File: config.mk
export PLATFORM = sky130hd
export DESIGN_NAME = lb_pulse_stretcher
export DESIGN_NICKNAME = d
export VERILOG_FILES = /design/src/rtl/lb_pulse_stretcher_pkg.sv /design/src/rtl/lb_pulse_stretcher_sat_counter.sv /design/src/rtl/lb_pulse_stretcher.sv
export SDC_FILE = /design/constraint.sdc
export NUM_CORES = 1
export LEC_CHECK = 0
export ABC_AREA = 0
export CAP_MARGIN = 40
export CORE_MARGIN = 5
export CORE_UTILIZATION = 49
export DETAILED_ROUTE_END_ITERATION = 6
export PLACE_DENSITY = 0.77
export RECOVER_POWER = 25
export SYNTH_ARGS = -nofsm -noshare
export SYNTH_HDL_FRONTEND = slang
export SYNTH_SLANG_ARGS = --single-unit
File: constraint.sdc
create_clock -name clk -period 3.6 [get_ports clk]
set_input_delay 0.72 -clock clk [delete_from_list [all_inputs] [get_ports clk]]
set_output_delay 0.72 -clock clk [all_outputs]
set_load 0.03 [all_outputs]
File: src/rtl/lb_pulse_stretcher_pkg.sv
// Shared constants for the pulse stretcher: strobe handling modes and FSM state encoding.
package lb_pulse_pkg;

    localparam logic [1:0] MODE_IGNORE = 2'd0;
    localparam logic [1:0] MODE_RETRIG = 2'd1;
    localparam logic [1:0] MODE_QUEUE  = 2'd2;

    typedef enum logic [1:0] {
        ST_IDLE = 2'd0,
        ST_HIGH = 2'd1,
        ST_GAP  = 2'd2
    } state_t;

endpackage

File: src/rtl/lb_pulse_stretcher_sat_counter.sv
// Up/down counter that saturates at all-ones and latches a sticky overflow flag
// when an increment is refused.
module lb_sat_counter #(
    parameter int W = 4
) (
    input  logic         clk,
    input  logic         reset,
    input  logic         inc,
    input  logic         dec,
    output logic [W-1:0] count,
    output logic         overflow
);

    localparam logic [W-1:0] COUNT_MAX = '1;

    // A simultaneous inc and dec cancels, even at saturation, so no strobe is lost.
    always_ff @(posedge clk) begin
        if (reset) begin
            count    <= '0;
            overflow <= 1'b0;
        end else if (inc && !dec) begin
            if (count == COUNT_MAX) begin
                overflow <= 1'b1;
            end else begin
                count <= count + 1'b1;
            end
        end else if (dec && !inc && (count != '0)) begin
            count <= count - 1'b1;
        end
    end

endmodule

File: src/rtl/lb_pulse_stretcher.sv
// Stretches single-cycle strobes into level pulses of programmable length with a
// programmable minimum low gap; overlapping strobes are ignored, retrigger or queue.
module lb_pulse_stretcher
    import lb_pulse_pkg::*;
#(
    parameter int CNT_W  = 16,
    parameter int PEND_W = 4
) (
    input  logic              clk,
    input  logic              reset,
    input  logic              pulse_in,
    input  logic [CNT_W-1:0]  len,
    input  logic [CNT_W-1:0]  gap,
    input  logic [1:0]        mode,
    output logic              signal_out,
    output logic              busy,
    output logic [PEND_W-1:0] pending,
    output logic              overflow
);

    state_t             state;
    state_t             state_nxt;
    logic [CNT_W-1:0]   cnt;
    logic [CNT_W-1:0]   cnt_nxt;
    logic [CNT_W-1:0]   len_load;
    logic               mode_queue;
    logic               mode_retrig;
    logic               pend_inc;
    logic               pend_dec;

    // A programmed length of zero still produces a one-cycle pulse.
    function automatic logic [CNT_W-1:0] len_to_load(input logic [CNT_W-1:0] v);
        if (v == '0) begin
            return '0;
        end
        return v - 1'b1;
    endfunction

    assign len_load    = len_to_load(len);
    assign mode_queue  = (mode == MODE_QUEUE);
    assign mode_retrig = (mode == MODE_RETRIG);

    always_ff @(posedge clk) begin
        if (reset) begin
            state <= ST_IDLE;
            cnt   <= '0;
        end else begin
            state <= state_nxt;
            cnt   <= cnt_nxt;
        end
    end

    // A strobe queued in the very cycle a slot frees up is consumed directly;
    // counting it as available keeps pending at zero whenever the FSM is idle.
    always_comb begin
        state_nxt = state;
        cnt_nxt   = cnt;
        pend_inc  = 1'b0;
        pend_dec  = 1'b0;
        case (state)
            ST_IDLE: begin
                if (pulse_in) begin
                    state_nxt = ST_HIGH;
                    cnt_nxt   = len_load;
                end
            end
            ST_HIGH: begin
                pend_inc = pulse_in && mode_queue;
                if (pulse_in && mode_retrig) begin
                    cnt_nxt = len_load;
                end else if (cnt != '0) begin
                    cnt_nxt = cnt - 1'b1;
                end else if (gap != '0) begin
                    state_nxt = ST_GAP;
                    cnt_nxt   = gap - 1'b1;
                end else if ((pending != '0) || pend_inc) begin
                    cnt_nxt  = len_load;
                    pend_dec = 1'b1;
                end else begin
                    state_nxt = ST_IDLE;
                end
            end
            ST_GAP: begin
                pend_inc = pulse_in && mode_queue;
                if (cnt != '0) begin
                    cnt_nxt = cnt - 1'b1;
                end else if ((pending != '0) || pend_inc) begin
                    state_nxt = ST_HIGH;
                    cnt_nxt   = len_load;
                    pend_dec  = 1'b1;
                end else begin
                    state_nxt = ST_IDLE;
                end
            end
            default: begin
                state_nxt = ST_IDLE;
                cnt_nxt   = '0;
            end
        endcase
    end

    always_comb begin
        signal_out = (state == ST_HIGH);
        busy       = (state != ST_IDLE);
    end

    lb_sat_counter #(
        .W (PEND_W)
    ) u_pending (
        .clk      (clk),
        .reset    (reset),
        .inc      (pend_inc),
        .dec      (pend_dec),
        .count    (pending),
        .overflow (overflow)
    );

endmodule

==> Flow_metrics.wiki, run 1 <==
{| class="wikitable"
! Metric !! Value
|-
| Outcome || finished, final reports clean
|-
| Maximum fanout encountered on the critical timing path || 4
|-
| Upper clock frequency limit || 0.292 GHz
|-
| Area inside the core boundary || 5170 sq um
|-
| Endpoint arrival time on the critical path || 3600 ps
|-
| Max stage delay on crit path || 470 ps
|-
| Utilization after layout || 66.9%
|-
| Mean number of vias per cell || 6.17
|-
| Startpoint types || primary input
|-
| Met2 routing resource usage after global routing || 38.6%
|-
| Synthesized netlist cell count || 361
|-
| Total of endpoints with negative setup slack in the final report || 0
|-
| Overall die height || 83.3 um
|-
| First-pass GRT wire length || 13,900 um
|-
| Worst Tran Pin Value || 670 ps
|-
| Critical Path End Type || flip-flop
|-
| Nets in the synthesized netlist || 411
|-
| Via count || 3,102
|-
| Required time of the critical path || 3780 ps
|-
| Share of async-settable or async-resettable flops after synthesis || 0%
|-
| Number of buffer cells added on primary ports || 43
|-
| CTS tree || done
|-
| ANT cells || 0
|-
| Final Hold Violating Endpoints || 0
|-
| Initial antenna violation count || 0
|-
| Initial Utilization || 50.8%
|-
| Slew Limit Headroom || 55.3%
|-
| Detailed-router iteration count before antenna repair || 7
|-
| Total CTS buffers || 3
|-
| Chip Width || 83.3 um
|-
| All-layer global routing usage || 24.0%
|-
| Count of H-tree levels built during CTS || 1
|-
| Longest Clk Path Bufs || 2
|-
| Routed WL per cell || 17.0 um
|-
| Most Used Layer, Global Route || met2
|-
| Worst-Skew Late Latency || 280 ps
|-
| Maximum number of pins on one net before global-route repair || 19
|-
| Crit Path Category || primary input to flip-flop
|-
| Worst hold slack after final layout || 487 ps
|-
| Met1 layer usage reported by global route || 31.2%
|-
| Setup TNS after final layout || 0 ps
|-
| Number of antenna-violating nets in the routed design || 0
|-
| Period utilisation layout || 95.0%
|-
| Category of cells accounting for the largest share of critical-path delay || buffers and inverters
|-
| Distinct cell type count after synthesis || 56
|-
| Sequential share of the synthesized area || 17.5%
|-
| Remaining DRCs || 0
|-
| Max Clock Skew || 4.38 ps
|-
| Unrepaired setup endpoints after global routing || false
|-
| Count of max-cap constraint violations || 0
|-
| Remaining global-route overflow || 0
|-
| Count of filler cells inserted in the layout || 456
|-
| Sinks on the clock net || 23
|-
| Global-route track usage on met3 || 4.95%
|-
| Most instantiated flip-flop cell in the synthesis netlist || sky130_fd_sc_hd__dfxtp_1
|-
| Number of storage elements in the synthesis netlist || 23
|-
| Number of global-route vias before repair || 2,884
|-
| Ratio of cells with drive above 1 in the final layout || 14.8%
|-
| Hold Buf Count CTS || 0
|-
| Final period demand of the worst path || 3420 ps
|-
| Number of nets in the final layout || 484
|-
| Count of pins on the block boundary || 44
|-
| Hold/Removal Path Class || flip-flop to flip-flop
|-
| Overall routed net length || 8570 um
|-
| Worst path cell trace || clkdlybuf4s50_1 > inv_1 > ha_1 > nor3b_1 > and4_1 > a21o_1 > a21oi_2 > inv_1 > buf_4 > ha_4 > a21oi_4 > buf_4 > nor3_1 > a31oi_1 > a32oi_1 > mux2_2
|-
| Area added between synthesis and finish || 31.6%
|-
| Summed instance area of the synthesized netlist || 2630 sq um
|-
| Row Count || 26
|-
| Worst IR drop on VDD || 0.305 mV
|-
| HPWL after DPL || 6810 um
|-
| Leakage power figure || 1.29 nW
|-
| Area of the die || 6930 sq um
|-
| Total buffers and inverters traversed by the critical path || 5
|-
| Clock-pin slew on the worst setup and hold paths || 90 ps
|-
| Pins Over Slew Limit || 0
|-
| Slowest cell on the critical path || sky130_fd_sc_hd__clkdlybuf4s50_1
|-
| Master cell of the clock root buffer || sky130_fd_sc_hd__clkbuf_8
|-
| Violation count after the first detailed-routing iteration || 368
|-
| Ys Warns || 0
|-
| Number of enable flip-flop cells after synthesis || 0
|-
| Mean Syn Cell Area || 7.29 sq um
|-
| Gp weighted congestion || 0.949
|-
| PD cells || 589 nW/um^2
|}
## path summary, 6_finish.rpt
check                      from                  to  slack, ps  cells past startpoint
max                      gap[0]  u_pending.count[3]        180                     16
min          u_pending.overflow  u_pending.overflow        490                      2
max reg2reg              cnt[0]  u_pending.count[3]        610                     15
min reg2reg  u_pending.overflow  u_pending.overflow        490                      2
## state kept, by name, indices dropped and copies added, names as in the netlist
name / cells
cnt: 16
u_pending.count: 4
state: 2
u_pending.overflow: 1
## synth_stat cells, types with 9 or more instances
| cell type | instances | area share, % |
|---|---|---|
| sky130_fd_sc_hd__xnor2_1 | 13 | 4.3 |
| sky130_fd_sc_hd__nand2_1 | 31 | 4.4 |
| sky130_fd_sc_hd__ha_1 | 12 | 5.7 |
| sky130_fd_sc_hd__nor2_1 | 35 | 5.0 |
| sky130_fd_sc_hd__o22ai_1 | 10 | 2.4 |
| sky130_fd_sc_hd__inv_1 | 13 | 1.9 |
| sky130_fd_sc_hd__xor2_1 | 18 | 6.0 |
| sky130_fd_sc_hd__o21ai_0 | 28 | 5.3 |
| sky130_fd_sc_hd__a22oi_1 | 10 | 2.9 |
| sky130_fd_sc_hd__nand3_1 | 9 | 1.7 |
| sky130_fd_sc_hd__clkbuf_1 | 10 | 1.4 |
| sky130_fd_sc_hd__a21oi_1 | 23 | 4.4 |
| sky130_fd_sc_hd__dfxtp_1 | 23 | 18 |
| sky130_fd_sc_hd__nor3_1 | 20 | 3.8 |
## cell usage in the layout (no fill, tap or decap), types with 4 or more instances in the layout
cell type                         synthesis  final
sky130_fd_sc_hd__nand2_1                 31     31
sky130_fd_sc_hd__nor3_1                  20     19
sky130_fd_sc_hd__nand2b_1                 4      4
sky130_fd_sc_hd__nand4_1                  6      6
sky130_fd_sc_hd__mux2i_1                  5      5
sky130_fd_sc_hd__xnor2_1                 13     13
sky130_fd_sc_hd__or3_1                    4      4
sky130_fd_sc_hd__dfxtp_1                 23     23
sky130_fd_sc_hd__or4_1                    4      4
sky130_fd_sc_hd__o22ai_1                 10     10
sky130_fd_sc_hd__nor3b_1                  7      7
sky130_fd_sc_hd__nand3_1                  9      9
sky130_fd_sc_hd__a22oi_1                 10     10
sky130_fd_sc_hd__a21oi_1                 23     21
sky130_fd_sc_hd__ha_1                    12     11
sky130_fd_sc_hd__xor2_1                  18     18
sky130_fd_sc_hd__nor4_1                   7      7
sky130_fd_sc_hd__clkdlybuf4s50_1          0     37
sky130_fd_sc_hd__and4_1                   4      4
sky130_fd_sc_hd__dlygate4sd3_1            0      6
sky130_fd_sc_hd__o31ai_1                  5      5
sky130_fd_sc_hd__inv_1                   13     13
sky130_fd_sc_hd__buf_4                    3     42
sky130_fd_sc_hd__nor2_1                  35     35
sky130_fd_sc_hd__o21ai_0                 28     28
## logic make-up after synthesis
kind of cell | Yosys count | share of synthesized area [%]
AOI/OAI and AO/OA | 105 | 25.8
DFF | 23 | 17.5
adders and majority gates | 13 | 6.47
buffers and inverters | 30 | 4.90
and+or+nand+nor | 153 | 32.7
xor gates and xnor gates | 31 | 10.3
muxes | 6 | 2.33
## area by class of cell
type                            count  area, sq um  share of cell area (%)
Multi-Input combinational cell    308         2070                    59.9
Timing Repair Buffer               85          746                    21.5
Sequential cell                    23          460                    13.3
Tap cell                           70         87.6                    2.53
Inverter                           13         48.8                    1.41
Clock buffer                        3         41.3                    1.19
Clock inverter                      1         5.00                   0.145
## what timing repair did
item	in CTS	in global routing
endpoints found under the setup margin	0	1
gates resized for setup	0	5
buffers inserted	0	1
## worst reg2reg max path: stages (launching register included)
cell and delay [ps]:
sky130_fd_sc_hd__dfxtp_1 410, sky130_fd_sc_hd__inv_1 100, sky130_fd_sc_hd__ha_1 250, sky130_fd_sc_hd__nor4b_1 160, sky130_fd_sc_hd__buf_4 150, sky130_fd_sc_hd__and4_1 190, sky130_fd_sc_hd__a21oi_2 150, sky130_fd_sc_hd__inv_1 70
sky130_fd_sc_hd__buf_4 150, sky130_fd_sc_hd__ha_4 280, sky130_fd_sc_hd__a21oi_4 70, sky130_fd_sc_hd__buf_4 140, sky130_fd_sc_hd__nor3_1 130, sky130_fd_sc_hd__a31oi_1 60, sky130_fd_sc_hd__a32oi_1 230, sky130_fd_sc_hd__mux2_2 340
## metrics by stage
stage | setup slack (ps) | power (mW) | instances | area [sq um]
floorplan | 163 | 1.31 | 361 | 2630
finish | 178 | 2.04 | 503 | 3460
global placement | -137 | 1.77 | 498 | 3380
CTS | 28.3 | 1.98 | 502 | 3420
detailed placement | -269 | 1.80 | 498 | 3380
global route | 2.53 | 2.16 | 503 | 3460
## metal layers
| metal | wire, um | vias to the layer above | part of all wire [%] |
|---|---|---|---|
| met4 | 301 | 0 | 3.5 |
| li1 | - | 1495 | - |
| met1 | 3670 | 1418 | 43 |
| met5 | 0 | - | 0 |
| met3 | 703 | 36 | 8.2 |
| met2 | 3890 | 153 | 45 |
## report_power, final
part,switching (mW),internal [mW],leakage (nW)
clock,0.103,0.0780,0.0255
sequential,0.123,0.338,0.189
combinational,0.802,0.595,1.08
total,1.03,1.01,1.29
Power figures use the tool's default switching activity.
==> run 2: changes to the inputs <==
- CTS_CLUSTER_SIZE: unset -> 14
==> results of run 2 <==
No change in the layout: final DEF, timing and power equal those of run 1.
==> run 3: changes to the inputs <==
- ABC_AREA: 0 -> 1
- CORE_ASPECT_RATIO: unset -> 1.4
- CORE_UTILIZATION: 49 -> 51
- PLACE_DENSITY: 0.77 -> 0.78
==> run 3 against run 2 <==
  * Setup slack better by 370 ps
  * Global-route usage is 0.75 points higher
  * Via count is 19% higher
  * Combinational power is 39% higher
  * Critical path type unchanged
  * Clock-buffer cell count stayed put
==> Flow_metrics.wiki, run 3 <==
{| class="wikitable"
! Metric !! Value
|-
| Routed WL per cell || 13.9 um (was 17.0 um)
|-
| Worst path cell trace || dlygate4sd3_1 > inv_1 > ha_1 > inv_1 > nor2_1 > nand2_1 > nor2_2 > nand2_2 > o21ai_4 > nand2_2 > nand2_4 > ha_1 > a21o_1 > a21oi_1 > xnor2_1 > nand3_1 > nand2_1 > nor2_1 (was clkdlybuf4s50_1 > inv_1 > ha_1 > nor3b_1 > and4_1 > a21o_1 > a21oi_2 > inv_1 > buf_4 > ha_4 > a21oi_4 > buf_4 > nor3_1 > a31oi_1 > a32oi_1 > mux2_2)
|-
| Count of filler cells inserted in the layout || 656 (was 456)
|-
| Count of placed standard cells in the final layout, fillers left out || 692 (was 503)
|-
| Total of endpoints with negative setup slack in the final report || 0 (unchanged)
|-
| Number of placed cells counting well taps || 688 (was 498)
|-
| Area inside the core boundary || 6130 sq um (was 5170 sq um)
|-
| Area share of the largest cell type after synthesis || 22.9% (was 17.5%)
|-
| Post-route cell area || 3690 sq um (was 3460 sq um)
|-
| Violation count after the first detailed-routing iteration || 157 (was 368)
|-
| Number of buffer cells added on primary ports || 43 (unchanged)
|-
| Overall routed net length || 9600 um (was 8570 um)
|-
| Top post-synthesis cells by area || sky130_fd_sc_hd__nand2_1 (23%), sky130_fd_sc_hd__dfxtp_1 (15%), sky130_fd_sc_hd__nor2_1 (8.9%) (was sky130_fd_sc_hd__dfxtp_1 (18%), sky130_fd_sc_hd__xor2_1 (6.0%), sky130_fd_sc_hd__ha_1 (5.7%))
|-
| Worst reg2reg path startpoint || cnt[0] (unchanged)
|-
| Worst hold slack after final layout || 467 ps (was 487 ps)
|-
| Worst Tran Pin Value || 618 ps (was 670 ps)
|-
| HPWL after DPL || 7620 um (was 6810 um)
|-
| Worst setup timing slack at the placement stage || 359 ps (was -269 ps)
|-
| Overall die height || 103 um (was 83.3 um)
|-
| Master cell of the clock root buffer || sky130_fd_sc_hd__clkbuf_8 (unchanged)
|-
| Row Count || 34 (was 26)
|-
| Number of antenna-violating nets in the routed design || 0 (unchanged)
|-
| Ratio of cells with drive above 1 in the final layout || 7.10% (was 14.8%)
|-
| Dpl cell area || 3650 sq um (was 3380 sq um)
|-
| Ys Warns || 0 (unchanged)
|-
| Final period demand of the worst path || 3050 ps (was 3420 ps)
|-
| Maximum fanout encountered on the critical timing path || 5 (was 4)
|-
| Chip Width || 76.4 um (was 83.3 um)
|-
| Number of enable flip-flop cells after synthesis || 0 (unchanged)
|-
| Critical Path End Type || flip-flop (unchanged)
|-
| Largest register FFs || 16 (unchanged)
|-
| Maximum number of pins on one net before global-route repair || 29 (was 19)
|-
| Commonest cells after routing, fill and taps aside || sky130_fd_sc_hd__nand2_1 (192), sky130_fd_sc_hd__nor2_1 (75), sky130_fd_sc_hd__inv_1 (74) (was sky130_fd_sc_hd__buf_4 (42), sky130_fd_sc_hd__clkdlybuf4s50_1 (37), sky130_fd_sc_hd__nor2_1 (35))
|-
| Utilization after layout || 60.3% (was 66.9%)
|-
| Outcome || finished, final reports clean (unchanged)
|-
| Detailed-router iteration count before antenna repair || 5 (was 7)
|-
| Longest Clk Path Bufs || 2 (unchanged)
|-
| Category of cells accounting for the largest share of critical-path delay || buffers and inverters (unchanged)
|-
| Gp weighted congestion || 0.978 (was 0.949)
|-
| Mean Syn Cell Area || 5.45 sq um (was 7.29 sq um)
|-
| Period utilisation layout || 84.6% (was 95.0%)
|-
| Distinct cell type count after synthesis || 37 (was 56)
|-
| Post-layout worst setup margin || 553 ps (was 178 ps)
|-
| Area of the multi-input gates || 2340 sq um (was 2070 sq um)
|-
| Nets in the synthesized netlist || 628 (was 411)
|-
| Initial Utilization || 51.4% (was 50.8%)
|-
| Final Hold Violating Endpoints || 0 (unchanged)
|-
| Count of pins on the block boundary || 44 (unchanged)
|-
| Share of async-settable or async-resettable flops after synthesis || 0% (unchanged)
|-
| Summed instance area of the synthesized netlist || 3150 sq um (was 2630 sq um)
|-
| Crit Path Category || primary input to flip-flop (unchanged)
|-
| Count of H-tree levels built during CTS || 1 (unchanged)
|-
| Area added between synthesis and finish || 17.3% (was 31.6%)
|-
| Leakage power figure || 1.84 nW (was 1.29 nW)
|-
| Max stage delay on crit path || 610 ps (was 470 ps)
|-
| Number of setup buffers added after CTS || 0 (unchanged)
|-
| Register Area || 460 sq um (unchanged)
|-
| Resize count post-CTS || 0 (unchanged)
|-
| All-layer global routing usage || 24.7% (was 24.0%)
|-
| Logic depth of the worst setup path including buffers || 18 (was 16)
|-
| Total buffers and inverters traversed by the critical path || 3 (was 5)
|-
| Unrepaired setup endpoints after global routing || false (unchanged)
|-
| Largest registers || cnt: 16 flops, u_pending.count: 4 flops, state: 2 flops (unchanged)
|-
| Initial antenna violation count || 0 (unchanged)
|-
| Sequential share of the synthesized area || 14.6% (was 17.5%)
|-
| Worst-Skew Late Latency || 260 ps (was 280 ps)
|-
| Crit. Startpoint || gap[0] (unchanged)
|-
| PD cells || 693 nW/um^2 (was 589 nW/um^2)
|-
| Sinks on the clock net || 23 (unchanged)
|-
| Setup TNS after final layout || 0 ps (unchanged)
|-
| R2r setup slk || 1190 ps (was 610 ps)
|-
| Clock-pin slew on the worst setup and hold paths || 80 ps (was 90 ps)
|-
| ANT cells || 0 (unchanged)
|-
| Top-count cell post-synth || sky130_fd_sc_hd__nand2_1 (was sky130_fd_sc_hd__nor2_1)
|-
| Area of the die || 7870 sq um (was 6930 sq um)
|-
| Top cell types by occurrence after synthesis || sky130_fd_sc_hd__nand2_1 (192), sky130_fd_sc_hd__nor2_1 (75), sky130_fd_sc_hd__inv_1 (74) (was sky130_fd_sc_hd__nor2_1 (35), sky130_fd_sc_hd__nand2_1 (31), sky130_fd_sc_hd__o21ai_0 (28))
|-
| Hold/Removal Path Class || flip-flop to flip-flop (unchanged)
|-
| Number of nets in the final layout || 671 (was 484)
|-
| Worst r2r dst || u_pending.count[3] (unchanged)
|-
| Power consumption || 2.56 mW (was 2.04 mW)
|-
| Max Clock Skew || 2.24 ps (was 4.38 ps)
|-
| R2R cell count || 15 (unchanged)
|-
| First-pass GRT wire length || 16,200 um (was 13,900 um)
|-
| Via count || 3,687 (was 3,102)
|-
| Total CTS buffers || 3 (unchanged)
|-
| Number of storage elements in the synthesis netlist || 23 (unchanged)
|-
| Upper clock frequency limit || 0.328 GHz (was 0.292 GHz)
|-
| Slew Limit Headroom || 58.5% (was 55.3%)
|-
| Destination of the critical timing path || u_pending.count[3] (unchanged)
|-
| Endpoint arrival time on the critical path || 3210 ps (was 3600 ps)
|-
| Worst IR drop on VDD || 0.634 mV (was 0.305 mV)
|-
| Mean number of vias per cell || 5.33 (was 6.17)
|-
| Pins Over Slew Limit || 0 (unchanged)
|-
| Hold Buf Count CTS || 0 (unchanged)
|-
| CTS tree || done (unchanged)
|-
| Most common library cell in the layout ignoring fill and taps || sky130_fd_sc_hd__nand2_1 (was sky130_fd_sc_hd__buf_4)
|-
| Most instantiated flip-flop cell in the synthesis netlist || sky130_fd_sc_hd__dfxtp_1 (unchanged)
|-
| Largest area contributor in the netlist || sky130_fd_sc_hd__nand2_1 (was sky130_fd_sc_hd__dfxtp_1)
|-
| Number of global-route vias before repair || 3,591 (was 2,884)
|-
| Register containing the most flip-flops in the final layout || cnt (unchanged)
|-
| Required time of the critical path || 3770 ps (was 3780 ps)
|-
| Remaining DRCs || 0 (unchanged)
|-
| Startpoint types || primary input (unchanged)
|-
| Slowest cell on the critical path || sky130_fd_sc_hd__dlygate4sd3_1 (was sky130_fd_sc_hd__clkdlybuf4s50_1)
|-
| Remaining global-route overflow || 0 (unchanged)
|-
| Count of max-cap constraint violations || 0 (unchanged)
|-
| Synthesized netlist cell count || 578 (was 361)
|}
## run 3: worst register-to-register path, cell delays in order (launching register included)
cell	delay (ps)
sky130_fd_sc_hd__dfxtp_1	330
sky130_fd_sc_hd__inv_1	130
sky130_fd_sc_hd__ha_1	170
sky130_fd_sc_hd__inv_1	40
sky130_fd_sc_hd__nor2_1	230
sky130_fd_sc_hd__nand3b_4	180
sky130_fd_sc_hd__nor2_4	130
sky130_fd_sc_hd__nand2_2	90
sky130_fd_sc_hd__nand2_4	90
sky130_fd_sc_hd__ha_1	230
sky130_fd_sc_hd__a21o_1	180
sky130_fd_sc_hd__a21oi_1	150
sky130_fd_sc_hd__xnor2_1	150
sky130_fd_sc_hd__nand3_1	90
sky130_fd_sc_hd__nand2_1	70
sky130_fd_sc_hd__nor2_1	40
## run 3: worst min-delay path by stage
stage | slack, ps | cells after the start | startpoint | to
after global placement | 460 | 2 | cnt[1] | cnt[1]
after floorplan | 450 | 2 | cnt[1] | cnt[1]
after detailed placement | 460 | 2 | cnt[1] | cnt[1]
final | 470 | 2 | cnt[1] | cnt[1]
after CTS | 470 | 2 | cnt[1] | cnt[1]
after global routing | 500 | 2 | cnt[1] | cnt[1]
## run 3: final cells by class
cell class	instances	area share (%)
multi-input cells	469	63.3
clock buffers	3	1.12
flip-flops and latches	23	12.5
inverters	75	7.62
well taps	72	2.44
clock inverters	1	0.136
repair buffers	49	12.9
## run 3: logic make-up after synthesis
group | after synthesis | synth area share [%]
flops | 23 | 14.6
xor+xnor | 19 | 5.28
simple gates | 370 | 51.4
buf+inv | 86 | 11.1
fa+ha+maj | 13 | 5.40
compound gates | 67 | 12.2
## run 3: routing by layer
metal	vias to the layer above	global-route usage (%)	part of all wire (%)
met5	-	0	0
li1	1919	-	-
met3	30	2.80	4.2
met1	1639	26.9	41
met4	0	13.6	4.5
met2	99	46.7	50
## run 3: power by group
part	switching, mW	internal (mW)	total (mW)
Clock	0.0854	0.0773	0.163
Combinational	1.24	0.692	1.94
Sequential	0.112	0.351	0.463
